===== src/rtl/bsg_clk_gen_pearl_pkg.sv =====
// Shared types and constants for the clock-generator pearl tag sequencer.
// Imported by the sequencer top and its tag clock divider.
package bsg_clk_gen_pearl_pkg;

  localparam int bsg_clk_gen_pearl_tag_local_els_gp = 6;

  function automatic int safe_clog2(input int x);
    return (x <= 1) ? 1 : $clog2(x);
  endfunction

  localparam int tag_payload_width_gp = 7;
  localparam int tag_id_width_gp =
    safe_clog2(bsg_clk_gen_pearl_tag_local_els_gp);
  localparam int tag_len_width_gp =
    safe_clog2(tag_payload_width_gp + 1);

  typedef enum logic [2:0] {
    S_FLUSH,
    S_IDLE,
    S_ARM,
    S_SHIFT,
    S_GAP
  } tag_state_e;

  typedef struct packed {
    logic [tag_id_width_gp-1:0]     node_id;
    logic                           data_not_reset;
    logic [tag_len_width_gp-1:0]    len;
    logic [tag_payload_width_gp-1:0] payload;
  } tag_cmd_s;

endpackage


===== src/rtl/bsg_clk_gen_pearl_tag_clk_div.sv =====
// Free-running tag clock divider; slot_start_o marks the last cycle of
// each bit slot so registered data changes with the tag_clk falling edge.
module bsg_clk_gen_pearl_tag_clk_div
  import bsg_clk_gen_pearl_pkg::*;
#(
  parameter int clk_div_p = 2
) (
  input  logic clk_i,
  input  logic reset_n_i,
  output logic tag_clk_o,
  output logic slot_start_o
);

  localparam int cw_lp = safe_clog2(clk_div_p);
  localparam logic [cw_lp-1:0] last_lp = cw_lp'(clk_div_p - 1);

  logic [cw_lp-1:0] cnt;
  logic             wrap;

  assign wrap = (cnt == last_lp);
  assign slot_start_o = wrap & tag_clk_o;

  always_ff @(posedge clk_i) begin
    if (!reset_n_i) begin
      cnt       <= '0;
      tag_clk_o <= 1'b0;
    end else if (wrap) begin
      cnt       <= '0;
      tag_clk_o <= ~tag_clk_o;
    end else begin
      cnt <= cnt + 1'b1;
    end
  end

endmodule


===== src/rtl/bsg_clk_gen_pearl_tag_sequencer.sv =====
// Serializes tag configuration commands into bsg_tag packets with a
// self-generated tag clock, reset flush and fixed inter-packet gap.
module bsg_clk_gen_pearl_tag_sequencer
  import bsg_clk_gen_pearl_pkg::*;
#(
  parameter int tag_els_p = bsg_clk_gen_pearl_tag_local_els_gp,
  parameter int tag_max_payload_width_p = 7,
  parameter int clk_div_p = 2,
  parameter int flush_bits_p = 16,
  parameter int gap_bits_p = 2,
  localparam int id_width_lp = safe_clog2(tag_els_p),
  localparam int len_width_lp = safe_clog2(tag_max_payload_width_p + 1)
) (
  input  logic                               clk_i,
  input  logic                               reset_n_i,
  input  logic                               v_i,
  output logic                               ready_o,
  input  logic [id_width_lp-1:0]             node_id_i,
  input  logic                               data_not_reset_i,
  input  logic [len_width_lp-1:0]            len_i,
  input  logic [tag_max_payload_width_p-1:0] payload_i,
  output logic                               tag_clk_o,
  output logic                               tag_data_o,
  output logic                               tag_en_o,
  output logic                               busy_o,
  output logic                               err_o
);

  localparam int hdr_bits_lp = 2 + id_width_lp + len_width_lp;
  localparam int nbits_max_lp = hdr_bits_lp + tag_max_payload_width_p;
  localparam int m1_lp = (flush_bits_p > nbits_max_lp)
                         ? flush_bits_p : nbits_max_lp;
  localparam int slot_max_lp = (m1_lp > gap_bits_p) ? m1_lp : gap_bits_p;
  localparam int cw_lp = safe_clog2(slot_max_lp + 1);

  localparam logic [cw_lp-1:0] flush_last_lp =
    cw_lp'((flush_bits_p > 0) ? flush_bits_p - 1 : 0);
  localparam logic [cw_lp-1:0] gap_last_lp =
    cw_lp'((gap_bits_p > 0) ? gap_bits_p - 1 : 0);
  localparam logic [cw_lp-1:0] hdr_last_lp = cw_lp'(hdr_bits_lp - 1);
  localparam logic [len_width_lp:0] len_max_lp =
    (len_width_lp + 1)'(tag_max_payload_width_p);

  tag_state_e               state;
  logic [cw_lp-1:0]         cnt;
  logic [nbits_max_lp-1:0]  sr;
  logic [nbits_max_lp-1:0]  pkt;
  logic                     slot_start;
  logic                     len_bad;

  bsg_clk_gen_pearl_tag_clk_div #(
    .clk_div_p(clk_div_p)
  ) clk_div (
    .clk_i       (clk_i),
    .reset_n_i   (reset_n_i),
    .tag_clk_o   (tag_clk_o),
    .slot_start_o(slot_start)
  );

  // Start bit sits at bit 0 so the packet leaves LSB first.
  assign pkt = {payload_i, len_i, data_not_reset_i, node_id_i, 1'b1};
  assign len_bad = {1'b0, len_i} > len_max_lp;

  assign ready_o = (state == S_IDLE);
  assign busy_o  = (state != S_IDLE);

  always_ff @(posedge clk_i) begin
    if (!reset_n_i) begin
      state      <= S_FLUSH;
      cnt        <= '0;
      sr         <= '0;
      tag_data_o <= 1'b0;
      tag_en_o   <= 1'b0;
      err_o      <= 1'b0;
    end else begin
      tag_en_o <= 1'b1;
      err_o    <= 1'b0;
      unique case (state)
        S_FLUSH: if (slot_start) begin
          if (cnt == flush_last_lp) begin
            state <= S_IDLE;
            cnt   <= '0;
          end else begin
            cnt <= cnt + 1'b1;
          end
        end
        S_IDLE: if (v_i) begin
          if (len_bad) begin
            err_o <= 1'b1;
          end else begin
            cnt <= hdr_last_lp + cw_lp'(len_i);
            if (slot_start) begin
              state      <= S_SHIFT;
              tag_data_o <= pkt[0];
              sr         <= pkt >> 1;
            end else begin
              state <= S_ARM;
              sr    <= pkt;
            end
          end
        end
        S_ARM: if (slot_start) begin
          state      <= S_SHIFT;
          tag_data_o <= sr[0];
          sr         <= sr >> 1;
        end
        S_SHIFT: if (slot_start) begin
          if (cnt == '0) begin
            tag_data_o <= 1'b0;
            state      <= (gap_bits_p == 0) ? S_IDLE : S_GAP;
          end else begin
            tag_data_o <= sr[0];
            sr         <= sr >> 1;
            cnt        <= cnt - 1'b1;
          end
        end
        S_GAP: if (slot_start) begin
          if (cnt == gap_last_lp) begin
            state <= S_IDLE;
            cnt   <= '0;
          end else begin
            cnt <= cnt + 1'b1;
          end
        end
        default: state <= S_FLUSH;
      endcase
    end
  end

endmodule


===== config.mk =====
export PLATFORM = sky130hd
export DESIGN_NAME = bsg_clk_gen_pearl_tag_sequencer
export DESIGN_NICKNAME = d
export VERILOG_FILES = /design/src/rtl/bsg_clk_gen_pearl_pkg.sv /design/src/rtl/bsg_clk_gen_pearl_tag_clk_div.sv /design/src/rtl/bsg_clk_gen_pearl_tag_sequencer.sv
export SDC_FILE = /design/constraint.sdc
export NUM_CORES = 1
export LEC_CHECK = 0
export ABC_AREA = 1
export CELL_PAD_IN_SITES_DETAIL_PLACEMENT = 0
export CELL_PAD_IN_SITES_GLOBAL_PLACEMENT = 1
export CORE_MARGIN = 2
export CORE_UTILIZATION = 42
export DETAILED_ROUTE_END_ITERATION = 10
export GPL_TIMING_DRIVEN = 0
export HOLD_SLACK_MARGIN = 0.02
export PLACE_DENSITY = 0.93
export SYNTH_ARGS = -nofsm -noshare
export SYNTH_HDL_FRONTEND = slang
export SYNTH_SLANG_ARGS = --single-unit

===== constraint.sdc =====
create_clock -name clk_i -period 3 [get_ports clk_i]
set_input_delay 0.3 -clock clk_i [delete_from_list [all_inputs] [get_ports clk_i]]
set_output_delay 0.3 -clock clk_i [all_outputs]
set_load 0.05 [all_outputs]

-- Word level (Yosys, flattened, before mapping)
Cells that the tools add are included.
- ROM bits: 0
- bits in writable memories: 0
- memories: 0
- bits in latches: 0
- output and inout bits: 6
- register bits after elaboration: 27
- bitwise operators: 3
- divide/modulo/power cells: 0
- mux-type cells: 31
- order comparisons: 0
- equal/unequal tests: 17
- multiply operators: 0
- $add $sub $neg: 4
- shift-type cells: 0
- reductions and logical operators: 9
- operators with widths (kind ; number):
    $mux W15 ; 5
    $pmux W15 S3 ; 1
    $mux W5 ; 7
    $mux W3 ; 8
    $pmux W5 S4 ; 1
    $pmux W3 S5 ; 1
    $ne A2 B1 Y1 const B ; 5
    $ne A2 B2 Y1 const B ; 5
    $reduce_and A5 Y1 ; 2
    $reduce_and A8 Y1 ; 1
    $mux W1 ; 7
    $eq A3 B2 Y1 const B ; 2
    $reduce_and A6 Y1 ; 1
    $add A5 B1 Y5 const B ; 1
    $eq A5 B1 Y1 const B ; 1
    $eq A5 B4 Y1 const B ; 1
    $logic_not A5 Y1 ; 1
    $sub A5 B1 Y5 const B ; 1
    $add A3 B3 Y4 const A ; 1
    $reduce_bool A4 Y1 ; 1
    $eq A3 B1 Y1 const B ; 1
    $eq A3 B3 Y1 const B ; 1
    $logic_not A3 Y1 ; 1
    $ne A3 B1 Y1 const B ; 1
    6 further kinds ; 7

-- Longest topological paths before layout
Gate-level depths: netlist of the first run.
- depth after elaboration: 4
- mapped depth: 11
- mapped depth without buffers: 11

-- Cells and area by module
A second synthesis of the first run with hierarchy kept.
- cell total of the unflattened synthesis: 334
- area, all modules: 1893.1 µm²
- by module, submodules not included (module ; area each (µm²) ; instances ; sequential area each (µm²) ; cells each):
    bsg_clk_gen_pearl_tag_sequencer ; 1824.2 ; 1 ; 500.5 ; 325
    bsg_clk_gen_pearl_tag_clk_div ; 68.8 ; 1 ; 40.0 ; 9

-- Least setup slack after synthesis of the first run
No wires, ideal clock.
- path type: register -> register
- start: register state[0]
- end: register cnt[3]
- library setup time: 0.064 ns
- stages on the path, launching flop included: 9
- arrival: 1.791 ns
- path slack: 1.145 ns
- cells stage by stage: dfxtp_1 inv_2 nor2_2 nand2_1 inv_1 o31ai_1 nand3_1 nor2_1 nor2_1
- word-level cells in the longest chain between the ends: 3
- elaborated cells between the ends (all ways): 12
- classes of those cells: 8 x eq/ne; 1 x mux; 3 x reduce/logical
- RTL lines (what ; RTL line ; RTL):
    from (decl) ; bsg_clk_gen_pearl_tag_sequencer.sv:44 ; tag_state_e state;
    from (signal assigned) ; bsg_clk_gen_pearl_tag_sequencer.sv:110 ; state <= (gap_bits_p == 0) ? S_IDLE : S_GAP;
    $eq A3 B1 Y1 * ; - ;
    net ready_o ; bsg_clk_gen_pearl_tag_sequencer.sv:17 ; output logic ready_o,
    $reduce_bool A4 Y1 (no source line) or $ne A2 B2 Y1 (tied branches) ; - ;
    $reduce_and A6 Y1 (no source line) ; - ;
    to (signal assigned) ; bsg_clk_gen_pearl_tag_sequencer.sv:84 ; cnt <= cnt + 1'b1;
    to (signal assigned) ; bsg_clk_gen_pearl_tag_sequencer.sv:91 ; cnt <= hdr_last_lp + cw_lp'(len_i);
    to (signal assigned) ; bsg_clk_gen_pearl_tag_sequencer.sv:114 ; cnt <= cnt - 1'b1;
    to (decl) ; bsg_clk_gen_pearl_tag_sequencer.sv:45 ; logic [cw_lp-1:0] cnt;
The timed path passes the listed nets; every way through them passes the cells marked *.
A chain may end at the register's enable or synchronous reset.

-- Worst setup path after layout of the first run
- start: register state[0]
- end: output port ready_o
- word-level cells in the longest chain between the ends: 1
- RTL lines (what ; RTL line ; RTL):
    $eq A3 B1 Y1 ; bsg_clk_gen_pearl_tag_sequencer.sv:64 ; assign ready_o = (state == S_IDLE);
    to (decl) ; bsg_clk_gen_pearl_tag_sequencer.sv:17 ;
Every way passes these cells.

==> results.toml, run 1 <==
[outcome]
status = "finished clean"

[route]
vias = 1969
drc = 0
drtAntennaViolNets = 0
vias_per_cell = 4.83
drt_iter0_drc = 130
first_pass_iters = 4
drt_wl_total_mm = 4.78
wire_per_inst_um = 11.7

[critical_path]
startpoint_type = "register"
crit_required_ps = 2700
r2r_slack_ps = 1270
critPathMaxFanout = 5
rr_worst_depth = 9
critical_path_class = "register to output pin"
startpoint = "state[0]"
crit_path_cell_trace = "inv_2, nor2_2, nand2_1, inv_1, clkdlybuf4s50_1"
reg2reg_from = "cnt[0]"
cp-end-kind = "output pin"
crit_arrival_ps = 2170
r2r_end = "cnt[1]"
crit_slowest_cell = "clkdlybuf4s50_1"
critPathMaxStageDelay_ps = 810

[synth]
synth_top_family_by_area = "simple AND/OR/NAND/NOR gates"
syn_nets = 353
yosys_warnings = 0
synth_top_area_share = 0.269
yosysSeqAreaShare = 0.269
synthMuxAreaShare = 0
synth-xor-area-share = 0.00871
synthAdderAreaFrac = 0.0435
synth-compound-area-share = 0.109
synth_area_leaders = "dfxtp_1 (27%), nand2_1 (18%), nor2_1 (10%)"
syn-instance-count = 329
netlist_area_mm2 = 0.00201
yosysTopAreaCell = "dfxtp_1"
synth-seq-cells = 27
ys_types = 36
synthSimpleGateAreaFrac = 0.449
postSynthAreaPerCell_um2 = 6.12

[final_layout]
fin_nets = 379
layout-drive-gt1-share = 0.110
area_delta_synth_final_pct = 16.2
mostFrequentLayoutCell = "nand2_1"
layout_common_cells = "nand2_1 (97), nor2_1 (56), inv_1 (37)"
fillers = 488
diodes = 0

[floorplan]
die_area_mm2 = 0.00536
fp.dieW_um = 73.2
rows = 25
io_pins = 23
die_h_um = 73.2
core_mm2 = 0.00466
floorplan.initialDensity = 0.432

[sta]
setup_viol = 0
period_minus_slack_ps = 2470
maxSlewHeadroom = 0.647
min_period_over_period = 0.823
slew_violations = 0
fmax_ghz = 0.405
setup_tns_ps = 0
fin_ws_ps = 530
clock-skew-final_ps = 4.97
tightestPinTransition_ps = 530
final_hold_viol_count = 0
grt_setup_unrepaired = "no"

[power_and_ir_drop]
p_per_area_mw_per_mm2 = 306
p_sw_frac = 0.287
switching_power_uw = 206
peakVddDrop_v = 0.000226
total_power_uw = 716
comb_power_share = 0.170
p_int_uw = 510
pwr-share-clk = 0.314
p_leak_uw = 0.00118
sequentialPowerShare = 0.516

[placement]
preCtsSetupSlack_ps = 856
portBuffers = 21
hpwl_mm = 3.62
place.gp.congestion = 0.847

[clocking]
ctsResizeCount = 0
cts_max_level = 1
clk_path_buf_depth = 2
clockRootBuffer = "clkbuf_8"
numCtsBuffers = 3
cts_tree = "done"
clkTransAtPathRegs_ps = 100
post-cts-setup-buffers = 0
clock-sinks = 27
cts_hold_buf = 0
insertion_delay_ps = 280

[grt]
grt_pass1_vias = 1764
antenna_found_initial = 0
grt_pass1_wl_mm = 8.15
grt_max_degree = 17
grt_use_total = 0.197
grt_overflow_total = 0

[min_path]
worstHoldEndpoint = "clk_div.cnt"
hp-start = "clk_div.cnt"
hold_class = "register to register"
worstHoldPathCells = 1

[job]
drv_cap = 0
## sequential cells by signal, indices dropped and copies added (netlist names)
signal / cells
sr: 15
cnt: 5
state: 3
clk_div.cnt: 1
clk_div.tag_clk_o: 1
tag_data_o: 1
tag_en_o: 1
## cell type report
| class | count | area, um2 | share of cell area |
|---|---|---|---|
| Tap cell | 54 | 67.6 | 0.0289 |
| Sequential cell | 27 | 541 | 0.231 |
| Timing Repair Buffer | 21 | 210 | 0.0899 |
| Buffer | 10 | 80.1 | 0.0342 |
| Clock inverter | 1 | 7.51 | 0.00321 |
| Multi-Input combinational cell | 250 | 1230 | 0.526 |
| Clock buffer | 3 | 41.3 | 0.0177 |
| Inverter | 42 | 160 | 0.0685 |
## cells by family (layout without fill, tap and decap cells)
group / after synthesis / after routing
simple gates: 200 / 200
xor+xnor: 2 / 2
other cells: 1 / 1
compound gates: 40 / 40
buf+inv: 52 / 77
flops: 27 / 27
fa+ha+maj: 7 / 7
## worst max path at each step
| stage | endpoint | slack, ps | cells after the start |
|---|---|---|---|
| floorplan | cnt[3] | 1150 | 8 |
| global placement | ready_o | 860 | 5 |
| detailed placement | ready_o | 860 | 5 |
| CTS | ready_o | 530 | 5 |
| global route | ready_o | 400 | 5 |
| finish | ready_o | 530 | 5 |
## worst max-delay path, delay by kind of cell (launching register included)
family	cells	cell delay (ps)
buffers and inverters	3	1030
DFF	1	430
and+or+nand+nor	2	440
## per-layer routing
metal / wire (um) / share of wire / global-route usage
met5: 0 / 0 / 0
met4: 25 / 0.0052 / 0.0432
met3: 142 / 0.030 / 0.0387
met2: 2360 / 0.49 / 0.339
met1: 2250 / 0.47 / 0.253
## stage by stage
stage / utilization / hold WS (ps) / std cells / area [um2]
after floorplan: - / 328 / 329 / 2010
after global placement: 0.491 / 434 / 404 / 2290
after detailed placement: 0.491 / 442 / 404 / 2290
after CTS: 0.502 / 463 / 408 / 2340
after global routing: 0.502 / 485 / 408 / 2340
final: 0.502 / 461 / 408 / 2340
## synth_stat cells (all sizes together)
library cell / instances
a21oi: 6
and2: 1
buf: 7
clkbuf: 3
conb: 1
dfxtp: 27
ha: 7
inv: 42
nand2: 110
nand3: 20
nand3b: 2
nand4: 1
nor2: 62
nor3: 1
nor3b: 1
o211ai: 1
o21ai: 31
o21bai: 1
o31ai: 1
or2: 2
xnor2: 2
## power by group through the flow
| stage | clock network (uW) | registers [uW] | logic, uW |
|---|---|---|---|
| 2_1_floorplan | 0 | 383 | 71.6 |
| 3_3_place_gp | 0 | 378 | 121 |
| 3_5_place_dp | 0 | 378 | 122 |
| 6_report | 225 | 370 | 122 |
| 5_1_grt | 251 | 371 | 139 |
| 4_1_cts | 232 | 370 | 122 |
(Power assumes the default switching activity.)
==> run 2, diff against run 1 <==
- CORE_UTILIZATION: 42 -> 39
- PLACE_DENSITY: 0.93 -> 0.88
- clock period: 3 -> 2.5 ns (I/O delays scaled with it)
==> results.toml, run 2 (synthesis gave the netlist of run 1 again) <==
[final_layout]
max_flop_register = "sr"
fillers = 538
largest_reg_flops = 15
diodes = 0
final_cell_area_mm2 = 0.00236
layout_common_cells = "nand2_1 (97), nor2_1 (56), inv_1 (37)"
fin_nets = 379
reg.largest.list = "sr x15, cnt x5, state x3"
area_delta_synth_final_pct = 17.1
layout-drive-gt1-share = 0.110
postLayoutCoreUtil = 0.467
mostFrequentLayoutCell = "nand2_1"

[placement]
place.gp.congestion = 0.831
portBuffers = 21
dpl_cell_area_mm2 = 0.00231
hpwl_mm = 3.60

[grt]
grt_overflow_total = 0
grt_use_total = 0.188
grt_max_degree = 16
grt_pass1_vias = 1815
antenna_found_initial = 0
grt_pass1_wl_mm = 8.32

[floorplan]
io_pins = 23
core_mm2 = 0.00504
die_h_um = 75.8
floorplan.initialDensity = 0.399
fp.dieW_um = 75.8
die_area_mm2 = 0.00575
rows = 26

[sta]
tightestPinTransition_ps = 552
final_hold_viol_count = 0
fmax_ghz = 0.420
min_period_over_period = 0.951
setup_viol = 0
grt_setup_unrepaired = "no"
slew_violations = 0
period_minus_slack_ps = 2380
maxSlewHeadroom = 0.632
setup_tns_ps = 0
clock-skew-final_ps = 9.52

[outcome]
status = "finished clean"

[power_and_ir_drop]
p_leak_uw = 0.00119
total_power_uw = 842
peakVddDrop_v = 0.000220
p_per_area_mw_per_mm2 = 357

[clocking]
clk_path_buf_depth = 2
post-cts-setup-buffers = 0
clkTransAtPathRegs_ps = 100
numCtsBuffers = 3
cts_max_level = 1
insertion_delay_ps = 270
clockRootBuffer = "clkbuf_8"
ctsResizeCount = 0
cts_tree = "done"
cts_hold_buf = 0
clock-sinks = 27

[critical_path]
cp-end-kind = "output pin"
critPathMaxStageDelay_ps = 810
crit_required_ps = 2250
crit_path_cell_trace = "inv_2, nor2_2, nand2_1, inv_1, clkdlybuf4s50_1"
crit_slowest_cell = "clkdlybuf4s50_1"
critical_path_class = "register to output pin"
crit_arrival_ps = 2130
critPathMaxFanout = 5
rr_worst_depth = 9
startpoint_type = "register"

[job]
drv_cap = 0

[route]
vias_per_cell = 4.59
wire_per_inst_um = 11.3
vias = 1948
drt_wl_total_mm = 4.78
drt_iter0_drc = 133
drtAntennaViolNets = 0
first_pass_iters = 4
drc = 0

[min_path]
worstHoldPathCells = 1
hold_class = "register to register"
==> run 2: cell types whose count changed in the layout (fill, tap and decap cells not counted), sizes merged <==
cell      delta
clkinv       +1
clkinvlp     -1
==> run 2: critical path, delay by kind of cell, from the launching register on <==
kind                   cells  cell delay (ps)
buffers and inverters      3             1030
flip-flops                 1              420
AND/OR/NAND/NOR            2              410
==> run 2: stage by stage <==
| step | hold slack [ps] | setup slack (ps) | cells |
|---|---|---|---|
| final | 468 | 122 | 424 |
| after global routing | 491 | 6.82 | 424 |
| after CTS | 472 | 114 | 424 |
| after detailed placement | 440 | 428 | 420 |
| after floorplan | 278 | 645 | 329 |
| after global placement | 434 | 411 | 420 |
==> run 2: cell type report <==
cell class	count	area, um2	area share
Buffer	10	80.1	0.0340
Clock buffer	3	41.3	0.0175
Clock inverter	1	5.00	0.00212
Inverter	42	160	0.0680
Multi-Input combinational cell	250	1230	0.523
Sequential cell	27	541	0.229
Tap cell	70	87.6	0.0372
Timing Repair Buffer	21	210	0.0892
==> run 2: final timing paths <==
path / startpoint / endpoint / slack, ps
setup / recovery: state[0] / ready_o / 120
hold / removal: clk_div.cnt / clk_div.cnt / 470
setup reg to reg: cnt[0] / sr[4] / 710
hold reg to reg: clk_div.cnt / clk_div.cnt / 470
==> run 2: power by group <==
part	switching [uW]	internal [uW]	leakage [uW]
sequential	6.94	437	0.000219
clock	140	112	0.0000255
combinational	84.4	62.0	0.000944
==> run 2: layer usage <==
metal	global-route usage	vias up	wire, um
li1	-	1057	-
met4	0.0292	0	22
met5	0	-	0
met2	0.345	22	2380
met3	0.0198	2	88
met1	0.239	867	2280
